$ cat config.mk
export PLATFORM = sky130hd
export DESIGN_NAME = ascon_fc_sequencer
export DESIGN_NICKNAME = d
export VERILOG_FILES = /design/src/rtl/ascon_fc_pkg.sv /design/src/rtl/fc_seq_watchdog.sv /design/src/rtl/ascon_fc_sequencer.sv
export SDC_FILE = /design/constraint.sdc
export NUM_CORES = 1
export LEC_CHECK = 0
export CORE_AREA = 4 4 234 236
export DETAILED_ROUTE_END_ITERATION = 6
export DIE_AREA = 0 0 238 240
export GPL_TIMING_DRIVEN = 0
export HOLD_SLACK_MARGIN = 0.03
export SKIP_LAST_GASP = 1
export SYNTH_ARGS = -nofsm -noshare
export SYNTH_HDL_FRONTEND = slang
export SYNTH_SLANG_ARGS = --single-unit
$ cat constraint.sdc
create_clock -name clk -period 3.5 [get_ports clk]
set_clock_uncertainty 0.1 [all_clocks]
set_input_delay 0.525 -clock clk [delete_from_list [all_inputs] [get_ports clk]]
set_output_delay 0.525 -clock clk [all_outputs]
set_load 0.01 [all_outputs]
$ cat src/rtl/ascon_fc_pkg.sv
// Shared types and constants for the Ascon fault-countermeasure sequencer.
// The optional per-wait-state watchdog is enabled by defining FC_SEQ_WATCHDOG_EN.
package ascon_fc_pkg;

  typedef enum logic [2:0] {
    S_IDLE,
    S_CLR,
    S_ENC,
    S_ENC_WAIT,
    S_DEC,
    S_DEC_WAIT,
    S_CHECK,
    S_RESP
  } fc_seq_state_t;

  localparam logic [1:0] FC_ST_OK       = 2'd0;
  localparam logic [1:0] FC_ST_MISMATCH = 2'd1;
  localparam logic [1:0] FC_ST_TIMEOUT  = 2'd2;

  localparam int FC_RETRY_W = 4;

  // True while the sequencer is waiting on a done flag from the FC wrapper.
  function automatic logic is_wait_state(input fc_seq_state_t s);
    return (s == S_ENC_WAIT) || (s == S_DEC_WAIT);
  endfunction

endpackage

$ cat src/rtl/fc_seq_watchdog.sv
// Down-counter bounding how long the sequencer sits in one wait state.
// Only instantiated when FC_SEQ_WATCHDOG_EN is defined.
module fc_seq_watchdog #(
  parameter int TIMEOUT_CYCLES = 1024
) (
  input  logic clk,
  input  logic rst,
  input  logic load,
  input  logic enable,
  output logic expired
);

  localparam int CW = $clog2(TIMEOUT_CYCLES + 1);

  logic [CW-1:0] cnt;

  // Reload on the cycle before a wait state, then count down while waiting.
  always_ff @(posedge clk) begin
    if (rst)
      cnt <= '0;
    else if (load)
      cnt <= CW'(TIMEOUT_CYCLES - 1);
    else if (enable && (cnt != '0))
      cnt <= cnt - 1'b1;
  end

  assign expired = (cnt == '0);

endmodule

$ cat src/rtl/ascon_fc_sequencer.sv
// Sequences one Ascon job through the triplicated FC wrapper: clear, encrypt,
// decrypt the ciphertext, self-check, retry on mismatch, then respond.
// Define FC_SEQ_WATCHDOG_EN to bound each wait state with a timeout.
module ascon_fc_sequencer
  import ascon_fc_pkg::*;
#(
  parameter int Y              = 40,
  parameter int MAX_RETRY      = 2,
  parameter int TIMEOUT_CYCLES = 1024
) (
  input  logic                  clk,
  input  logic                  rst,
  input  logic                  req_valid,
  output logic                  req_ready,
  input  logic [Y-1:0]          req_pt,
  output logic                  resp_valid,
  input  logic                  resp_ready,
  output logic [Y-1:0]          resp_ct,
  output logic [127:0]          resp_tag,
  output logic [1:0]            resp_status,
  output logic [FC_RETRY_W-1:0] resp_retries,
  output logic                  core_rst,
  output logic [Y-1:0]          core_pt,
  output logic                  encryption_start,
  output logic                  decryption_start,
  input  logic                  encryption_ready,
  input  logic                  decryption_ready,
  input  logic [Y-1:0]          cipher_text,
  input  logic [127:0]          tag,
  input  logic [127:0]          dec_tag,
  input  logic [Y-1:0]          dec_plain_text
);

  localparam logic [FC_RETRY_W-1:0] MAX_R = FC_RETRY_W'(MAX_RETRY);

  fc_seq_state_t  state;
  logic [Y-1:0]   dpt_q;
  logic [127:0]   dtag_q;

`ifdef FC_SEQ_WATCHDOG_EN
  logic wd_expired;

  fc_seq_watchdog #(
    .TIMEOUT_CYCLES(TIMEOUT_CYCLES)
  ) u_wd (
    .clk    (clk),
    .rst    (rst),
    .load   ((state == S_ENC) || (state == S_DEC)),
    .enable (is_wait_state(state)),
    .expired(wd_expired)
  );
`endif

  // Main FSM; every output is a register so no input reaches an output combinationally.
  // resp_ct/resp_tag double as the encryption-result latches, so a mismatch
  // response naturally carries the last attempt's values.
  always_ff @(posedge clk) begin
    if (rst) begin
      state            <= S_IDLE;
      req_ready        <= 1'b0;
      resp_valid       <= 1'b0;
      resp_ct          <= '0;
      resp_tag         <= '0;
      resp_status      <= FC_ST_OK;
      resp_retries     <= '0;
      core_rst         <= 1'b0;
      core_pt          <= '0;
      encryption_start <= 1'b0;
      decryption_start <= 1'b0;
      dpt_q            <= '0;
      dtag_q           <= '0;
    end else begin
      core_rst         <= 1'b0;
      encryption_start <= 1'b0;
      decryption_start <= 1'b0;
      unique case (state)
        S_IDLE: begin
          if (req_ready && req_valid) begin
            core_pt      <= req_pt;
            resp_retries <= '0;
            req_ready    <= 1'b0;
            core_rst     <= 1'b1;
            state        <= S_CLR;
          end else begin
            req_ready <= 1'b1;
          end
        end
        S_CLR: begin
          encryption_start <= 1'b1;
          state            <= S_ENC;
        end
        S_ENC: state <= S_ENC_WAIT;
        S_ENC_WAIT: begin
          if (encryption_ready) begin
            resp_ct          <= cipher_text;
            resp_tag         <= tag;
            decryption_start <= 1'b1;
            state            <= S_DEC;
          end
`ifdef FC_SEQ_WATCHDOG_EN
          else if (wd_expired) begin
            resp_status <= FC_ST_TIMEOUT;
            resp_valid  <= 1'b1;
            state       <= S_RESP;
          end
`endif
        end
        S_DEC: state <= S_DEC_WAIT;
        S_DEC_WAIT: begin
          if (decryption_ready) begin
            dpt_q  <= dec_plain_text;
            dtag_q <= dec_tag;
            state  <= S_CHECK;
          end
`ifdef FC_SEQ_WATCHDOG_EN
          else if (wd_expired) begin
            resp_status <= FC_ST_TIMEOUT;
            resp_valid  <= 1'b1;
            state       <= S_RESP;
          end
`endif
        end
        S_CHECK: begin
          if ((dpt_q == core_pt) && (dtag_q == resp_tag)) begin
            resp_status <= FC_ST_OK;
            resp_valid  <= 1'b1;
            state       <= S_RESP;
          end else if (resp_retries < MAX_R) begin
            resp_retries <= resp_retries + 1'b1;
            core_rst     <= 1'b1;
            state        <= S_CLR;
          end else begin
            resp_status <= FC_ST_MISMATCH;
            resp_valid  <= 1'b1;
            state       <= S_RESP;
          end
        end
        S_RESP: begin
          if (resp_ready) begin
            resp_valid <= 1'b0;
            req_ready  <= 1'b1;
            state      <= S_IDLE;
          end
        end
        default: state <= S_IDLE;
      endcase
    end
  end

endmodule

# ---- Word level (Yosys, flattened, before mapping)
# Index checks and enable logic that the tools add are counted.
dict set report totals {
  inputBits 382
  register_bits 390
  output_inout_bits 219
  elab_cells 74
}
dict set report op_classes {
  magnitude_cmp 1
  add_sub_neg 1
  reduce_logical 15
  eq_ne 17
  n_mux 26
  bitwise_logic 1
}
# op n
set op_table {}
lappend op_table {{128-bit equality test} 1}
lappend op_table {{40-bit equality test} 1}
lappend op_table {{3-bit case mux with 8 select lines} 1}
lappend op_table {{3-bit two-way mux} 6}
lappend op_table {{2-bit != test, second input constant} 7}
lappend op_table {{3-bit equality test, second input constant} 4}
lappend op_table {{4-bit two-way mux} 3}
lappend op_table {{1-bit two-way mux} 10}
lappend op_table {{2-bit AND reduction} 5}
lappend op_table {{4-bit case mux with 2 select lines} 1}
lappend op_table {{4-bit AND reduction} 2}
lappend op_table {{3-bit by 2-bit equality test with 1-bit output, second input constant} 2}
lappend op_table {{1-bit case mux with 2 select lines} 3}
lappend op_table {{2-bit nonzero test} 3}
lappend op_table {{4-bit by 1-bit adder with 4-bit output, second input constant} 1}
lappend op_table {{4-bit by 2-bit < comparator with 1-bit output, second input constant} 1}
lappend op_table {{2-bit two-way mux} 2}
lappend op_table {{3-bit by 1-bit equality test with 1-bit output, second input constant} 1}
lappend op_table {{3-bit zero test} 1}
lappend op_table {{3-bit != test, second input constant} 1}
lappend op_table {{3-bit AND reduction} 1}
lappend op_table {{1-bit logical AND} 2}
lappend op_table {{2-bit OR reduction} 1}
lappend op_table {{1-bit NOT} 1}

# ---- Longest topological paths before layout
dict set report depth {
  depth_word 4
  ltp_mapped 8
  ltp_nobuf 7
}

# ---- Least setup slack after synthesis
# OpenSTA, ideal clock, no wires.
dict set report synth_path {
  path_kind {register to register}
  start {register resp_tag[100]}
  end {register resp_retries[0]}
  path_stages_with_launch 8
  required_ps 3285
  slack_ps 1477
  n_path_buf 0
  arrival_time_ps 1808
  synth_period_minus_slack_ps 2023
  setup_ps 115
  cell_sequence {dfxtp_1 > xnor2_1 > o221ai_1 > or4_1 > nor4_2 > and4_4 > nor4_1 > o21a_1}
}
dict set report synth_between {
  elab_chain_cells 4
}
# element line
set synth_lines {}
lappend synth_lines {{from (decl)} ascon_fc_sequencer.sv:19} ;# output logic [127:0] resp_tag,
lappend synth_lines {{from (signal assigned)} ascon_fc_sequencer.sv:96} ;# resp_tag <= tag;
lappend synth_lines {{128-bit equality test} ascon_fc_sequencer.sv:124} ;# if ((dpt_q == core_pt) && (dtag_q == resp_tag)) begin
lappend synth_lines {{1-bit logical AND} ascon_fc_sequencer.sv:124}
lappend synth_lines {{2-bit != test (no line)} n/a}
lappend synth_lines {{4-bit AND reduction (no line)} n/a}
lappend synth_lines {{to (signal assigned)} ascon_fc_sequencer.sv:129} ;# resp_retries <= resp_retries + 1'b1;
lappend synth_lines {{to (decl)} ascon_fc_sequencer.sv:21} ;# output logic [FC_RETRY_W-1:0] resp_retries,
# No other way between the ends.
# A chain may end at the register's enable or synchronous reset.

# ---- Final worst setup path
dict set report layout_path {
  start {register state[2]}
  end {register dtag_q[80]}
}
dict set report layout_between {
  elab_chain_cells 2
}
# element line
set layout_lines {}
lappend layout_lines {{from (decl)} ascon_fc_sequencer.sv:36} ;# fc_seq_state_t state;
lappend layout_lines {{from (signal assigned)} ascon_fc_sequencer.sv:59} ;# state <= S_IDLE;
lappend layout_lines {{from (signal assigned)} ascon_fc_sequencer.sv:83} ;# state <= S_CLR;
lappend layout_lines {{from (signal assigned)} ascon_fc_sequencer.sv:90} ;# state <= S_ENC;
lappend layout_lines {{3-bit equality test} ascon_fc_sequencer.sv:76} ;# unique case (state)
lappend layout_lines {{2-bit AND reduction (no line)} n/a}
lappend layout_lines {{to (signal assigned)} ascon_fc_sequencer.sv:112} ;# dtag_q <= dec_tag;
lappend layout_lines {{to (decl)} ascon_fc_sequencer.sv:38} ;# logic [127:0] dtag_q;
# No other way between the ends.

==> run summary <==
The run finished with clean final reports. Critical path capture point type: a flop. The worst register-to-register path has a setup slack of 250 ps. Average detailed-routed wire length per instance: 23.6 µm.

Cell with the biggest individual delay on the critical path: buf_1. In this run the mean area of a mapped cell was 7.85 µm². The final hold violation count came out at 0. Top-area cell type share of the netlist area: 51.1%. The layer flagged by global routing as most heavily used is met2.

The H-tree depth reported by CTS came out at 2. The cell-internal power is 7.99 mW. The predominant post-synthesis flop cell is dfxtp_1. In this design, the stage delay of the slowest critical-path cell is 830 ps. The max-cap violation count is 0. The tools report the worst setup path endpoint as dtag_q[80]$_SDFFE_PP0P_. Top cell family by delay on the critical path: buffers and inverters. The critical path is of the reg -> reg type. The run gives 3 as the buffer depth of the longest clock path. In the routed layout, each cell is associated on average with a via count of 4.78. In this run switching power makes up 22.5% of total power.

The die area is 57,100 µm², and the share of total power in sequential cells is 43.7%. From synthesis to final layout, the design area changed by 55.1%. The die is 240 µm tall.

The clock network power share was 47.7%; the overall overflow remaining after global route was 0. The library cell with the largest summed area after synthesis is dfxtp_1. From left edge to right edge, the die measures 238 µm. The final layout contains 2,971 nets.

The run gives 897 as the number of violations reported at the end of detailed-routing iteration 0. In the synthesized netlist, the cells that appear most often are nand2_1 (759), dfxtp_1 (389), a21oi_1 (381). The mapped netlist covers 15,200 µm². The fraction of layout instances using a drive strength above 1 came out at 3.97%.

In this run the core area contains 84 standard-cell rows. The tools report the clock network latency to the later pin of the worst-skew pair as 560 ps. The minimum hold slack is 352 ps.

The worst register-to-register path begins at state[2]$_SDFFE_PP0P_. The synthesis warning total was 0. Of all nets on the critical path, the largest fanout is 10. TritonCTS built the clock tree.

In the global route stage, met2 resource usage came out at 46.3%. The cell depth of the worst setup path works out to 8. The tools report the relative slew slack as 15.4%. The path class of the tightest hold or removal check is reg -> reg.

The quantity of hold-fixing buffers added after cts is 0. The worst setup slack before clock tree synthesis is -296 ps, and the clock slew at the register clock pins of the worst setup and hold paths is 60 ps. The initial antenna violation count is 7. Summing all multi-input logic gate instances after layout gives 6890 µm². The worst setup path is launched from a flop.

The area of the core was 52,400 µm²; the number of flip-flops and latches in the synthesized netlist was 389. After detailed routing, the number of remaining DRC violations is 0. Setup violations remaining at the end of the flow were counted as 0. The run gives 15,700 as the via count of the first global-routing pass. Reg-to-reg critical path endpoint: dtag_q[80]$_SDFFE_PP0P_. Setup repair after global routing left no endpoint under its margin. Global routing used 25.9% of the available tracks across all layers. The power per standard cell area was 436 nW/µm²; the number of different library cells in the post-synthesis netlist was 42. Counting cells, the worst reg-to-reg path comes to 8.

The analysis attributes to cell leakage a power of 8.83 nW. The half-perimeter wire length of the detailed placement result was 63,500 µm. The layout has 5,245 filler cells.

Proportion of synthesized chip area in sequential cells: 51.1%. Together, buffers and inverters on the worst path number 4. For met1 alone, demand over resource in global routing was 30.9%.

The maximum ir drop on the vdd rail is 0.287 mV, and the number of enable flip-flop cells after synthesis is 0. The tools report the proportion of power drawn by combinational gates as 8.6%. The finished layout holds 3,308 standard cells, fillers aside. Walking the worst path, the cells encountered are clkdlybuf4s15_1 > nand2_1 > or2_2 > clkbuf_1 > buf_1 > clkbuf_1 > nand2_1 > a21oi_1. At the end of routability-driven placement, the weighted congestion stood at 0.883.

601 I/O pins were placed. For the finished layout, the period the worst path requires is 3250 ps. The number of CTS-inserted buffers is 45. By area the synthesized netlist is led by dfxtp_1 (51%), nand2_1 (19%), a21oi_1 (13%). The run gives 77,900 µm as the post-detailed-routing wire length.

The gate count of the mapped netlist was 1,942; the switching power summed over all nets was 2.32 mW. Once the floorplan was initialized, standard cells occupied 29.1% of the core. The maximum number of pins on one net before global-route repair is 13, and the highest clock rate is 0.308 GHz. For the summed negative setup slack over all endpoints, the log shows 0 ps. Once placement completed, the tool counted placed cells totaling 3,229. The run gives 7790 µm² as the area used by sequential logic in the layout. In the synthesized netlist the async set-or-reset flop fraction comes to 0%. For the count of final max-slew check failures, the log shows 0.

In this run the worst setup path begins at state[2]$_SDFFE_PP0P_. The via count was 15,800. The number of nets in the synthesized netlist is 2,325. In this run the tool buffered the top-level ports with 598 buffer cells. Yosys instantiated no cell more often than nand2_1.

The post-detailed-route count of antenna-violating nets came out at 0. The final period utilization works out to 92.8%. STA puts the critical path data arrival time at 3620 ps. At the worst endpoint, the required time is 3870 ps. The worst hold path passes through 2 cells. The first global-routing pass estimated 108,000 µm of wire. Global routing used 6.41% of the available met3 tracks. The cell sitting at the root of the clock tree is a clkbuf_16. The actual slew at the worst max-slew pin is 1270 ps. The sink count of the clock tree is 389, and the overall power is 10.3 mW.

The first detailed-routing pass ran for 5 iterations. Once routing completed, OpenROAD measured the worst setup slack at 252 ps.
==> state kept, by name, summed over array words and instances (netlist names) <==
signal and cells:
dtag_q 128, resp_tag 128, core_pt 40, dpt_q 40, resp_ct 40, resp_retries 4
state 3, core_rst 1, decryption_start 1, encryption_start 1, req_ready 1, resp_status 1
resp_valid 1
==> metrics by stage <==
stage	util [%]	cell area, µm²
2_1_floorplan	-	15200
3_3_place_gp	42.1	22100
3_5_place_dp	42.1	22100
4_1_cts	45.0	23600
5_1_grt	45.1	23600
6_report	45.1	23600
==> cells by family after synthesis <==
logic type      Yosys count  synth area share (%)
mux                       1                0.0657
xor+xnor                163                  9.37
fa+ha+maj                 1                0.0821
buf+inv                 139                  3.74
flops                   389                  51.1
simple gates            847                  22.1
compound gates          401                  13.5
other cells               1                0.0246
==> metal layers <==
layer,routed length [µm],vias up,share of wire (%)
li1,-,7617,-
met1,31100,7498,40
met2,38700,583,50
met3,5970,111,7.7
met4,2170,10,2.8
met5,69,-,0.089
==> worst min path at each step <==
stage	from	end	slack [ps]
6_report	resp_ct[28]$_SDFFE_PP0P_	resp_ct[28]$_SDFFE_PP0P_	350
5_1_grt	resp_ct[28]$_SDFFE_PP0P_	resp_ct[28]$_SDFFE_PP0P_	370
4_1_cts	resp_ct[28]$_SDFFE_PP0P_	resp_ct[28]$_SDFFE_PP0P_	350
3_5_place_dp	resp_ct[28]$_SDFFE_PP0P_	resp_ct[28]$_SDFFE_PP0P_	350
3_3_place_gp	resp_ct[17]$_SDFFE_PP0P_	resp_ct[17]$_SDFFE_PP0P_	340
2_1_floorplan	dtag_q[27]$_SDFFE_PP0P_	dtag_q[27]$_SDFFE_PP0P_	340
==> power by group through the flow <==
stage | sequential, mW | clock (mW) | combinational (mW)
final | 4.51 | 4.91 | 0.887
after global routing | 4.51 | 5.17 | 0.941
after CTS | 4.51 | 5.00 | 0.897
after detailed placement | 4.60 | 0 | 0.891
after global placement | 4.60 | 0 | 0.889
after floorplan | 4.61 | 0 | 0.208
==> layout make-up <==
| class | count | share of cell area, % |
|---|---|---|
| Antenna cell | 1 | 0.0106 |
| Buffer | 132 | 2.31 |
| Clock buffer | 65 | 5.51 |
| Clock inverter | 13 | 0.942 |
| Inverter | 7 | 0.111 |
| Multi-Input combinational cell | 1414 | 29.1 |
| Sequential cell | 389 | 33.0 |
| Tap cell | 688 | 3.64 |
| Timing Repair Buffer | 599 | 25.4 |
==> cells in the final DEF, fill, tap and decap left out, types with 4 or more instances in the layout <==
cell             netlist  layout
a21oi_1              381     381
buf_1                  3       4
buf_2                 25      25
bufinv_16              0       6
clkbuf_1             101     109
clkbuf_16              0      45
clkbuf_8               0      10
clkdlybuf4s50_1        0     598
clkinv_2               0       4
dfxtp_1              389     389
inv_1                  7       7
nand2_1              759     759
nand3_1                6       6
nand4_1               14      14
nor2_1                12      12
nor4_1                40      40
xnor2_1               14      14
xor2_1               149     149
==> worst register-to-register path: cells and delay by family (launching register included) <==
family	cells	cell delay, ps
simple gates	3	410
buf+inv	4	2190
compound gates	1	170
flops	1	300
==> timing repair <==
action | 4_1_cts | 5_1_grt
setup endpoints to repair | 0 | 9
setup buffers | 0 | 0
resized for setup | 0 | 4
Note: power is estimated with default switching activity, not from simulation.
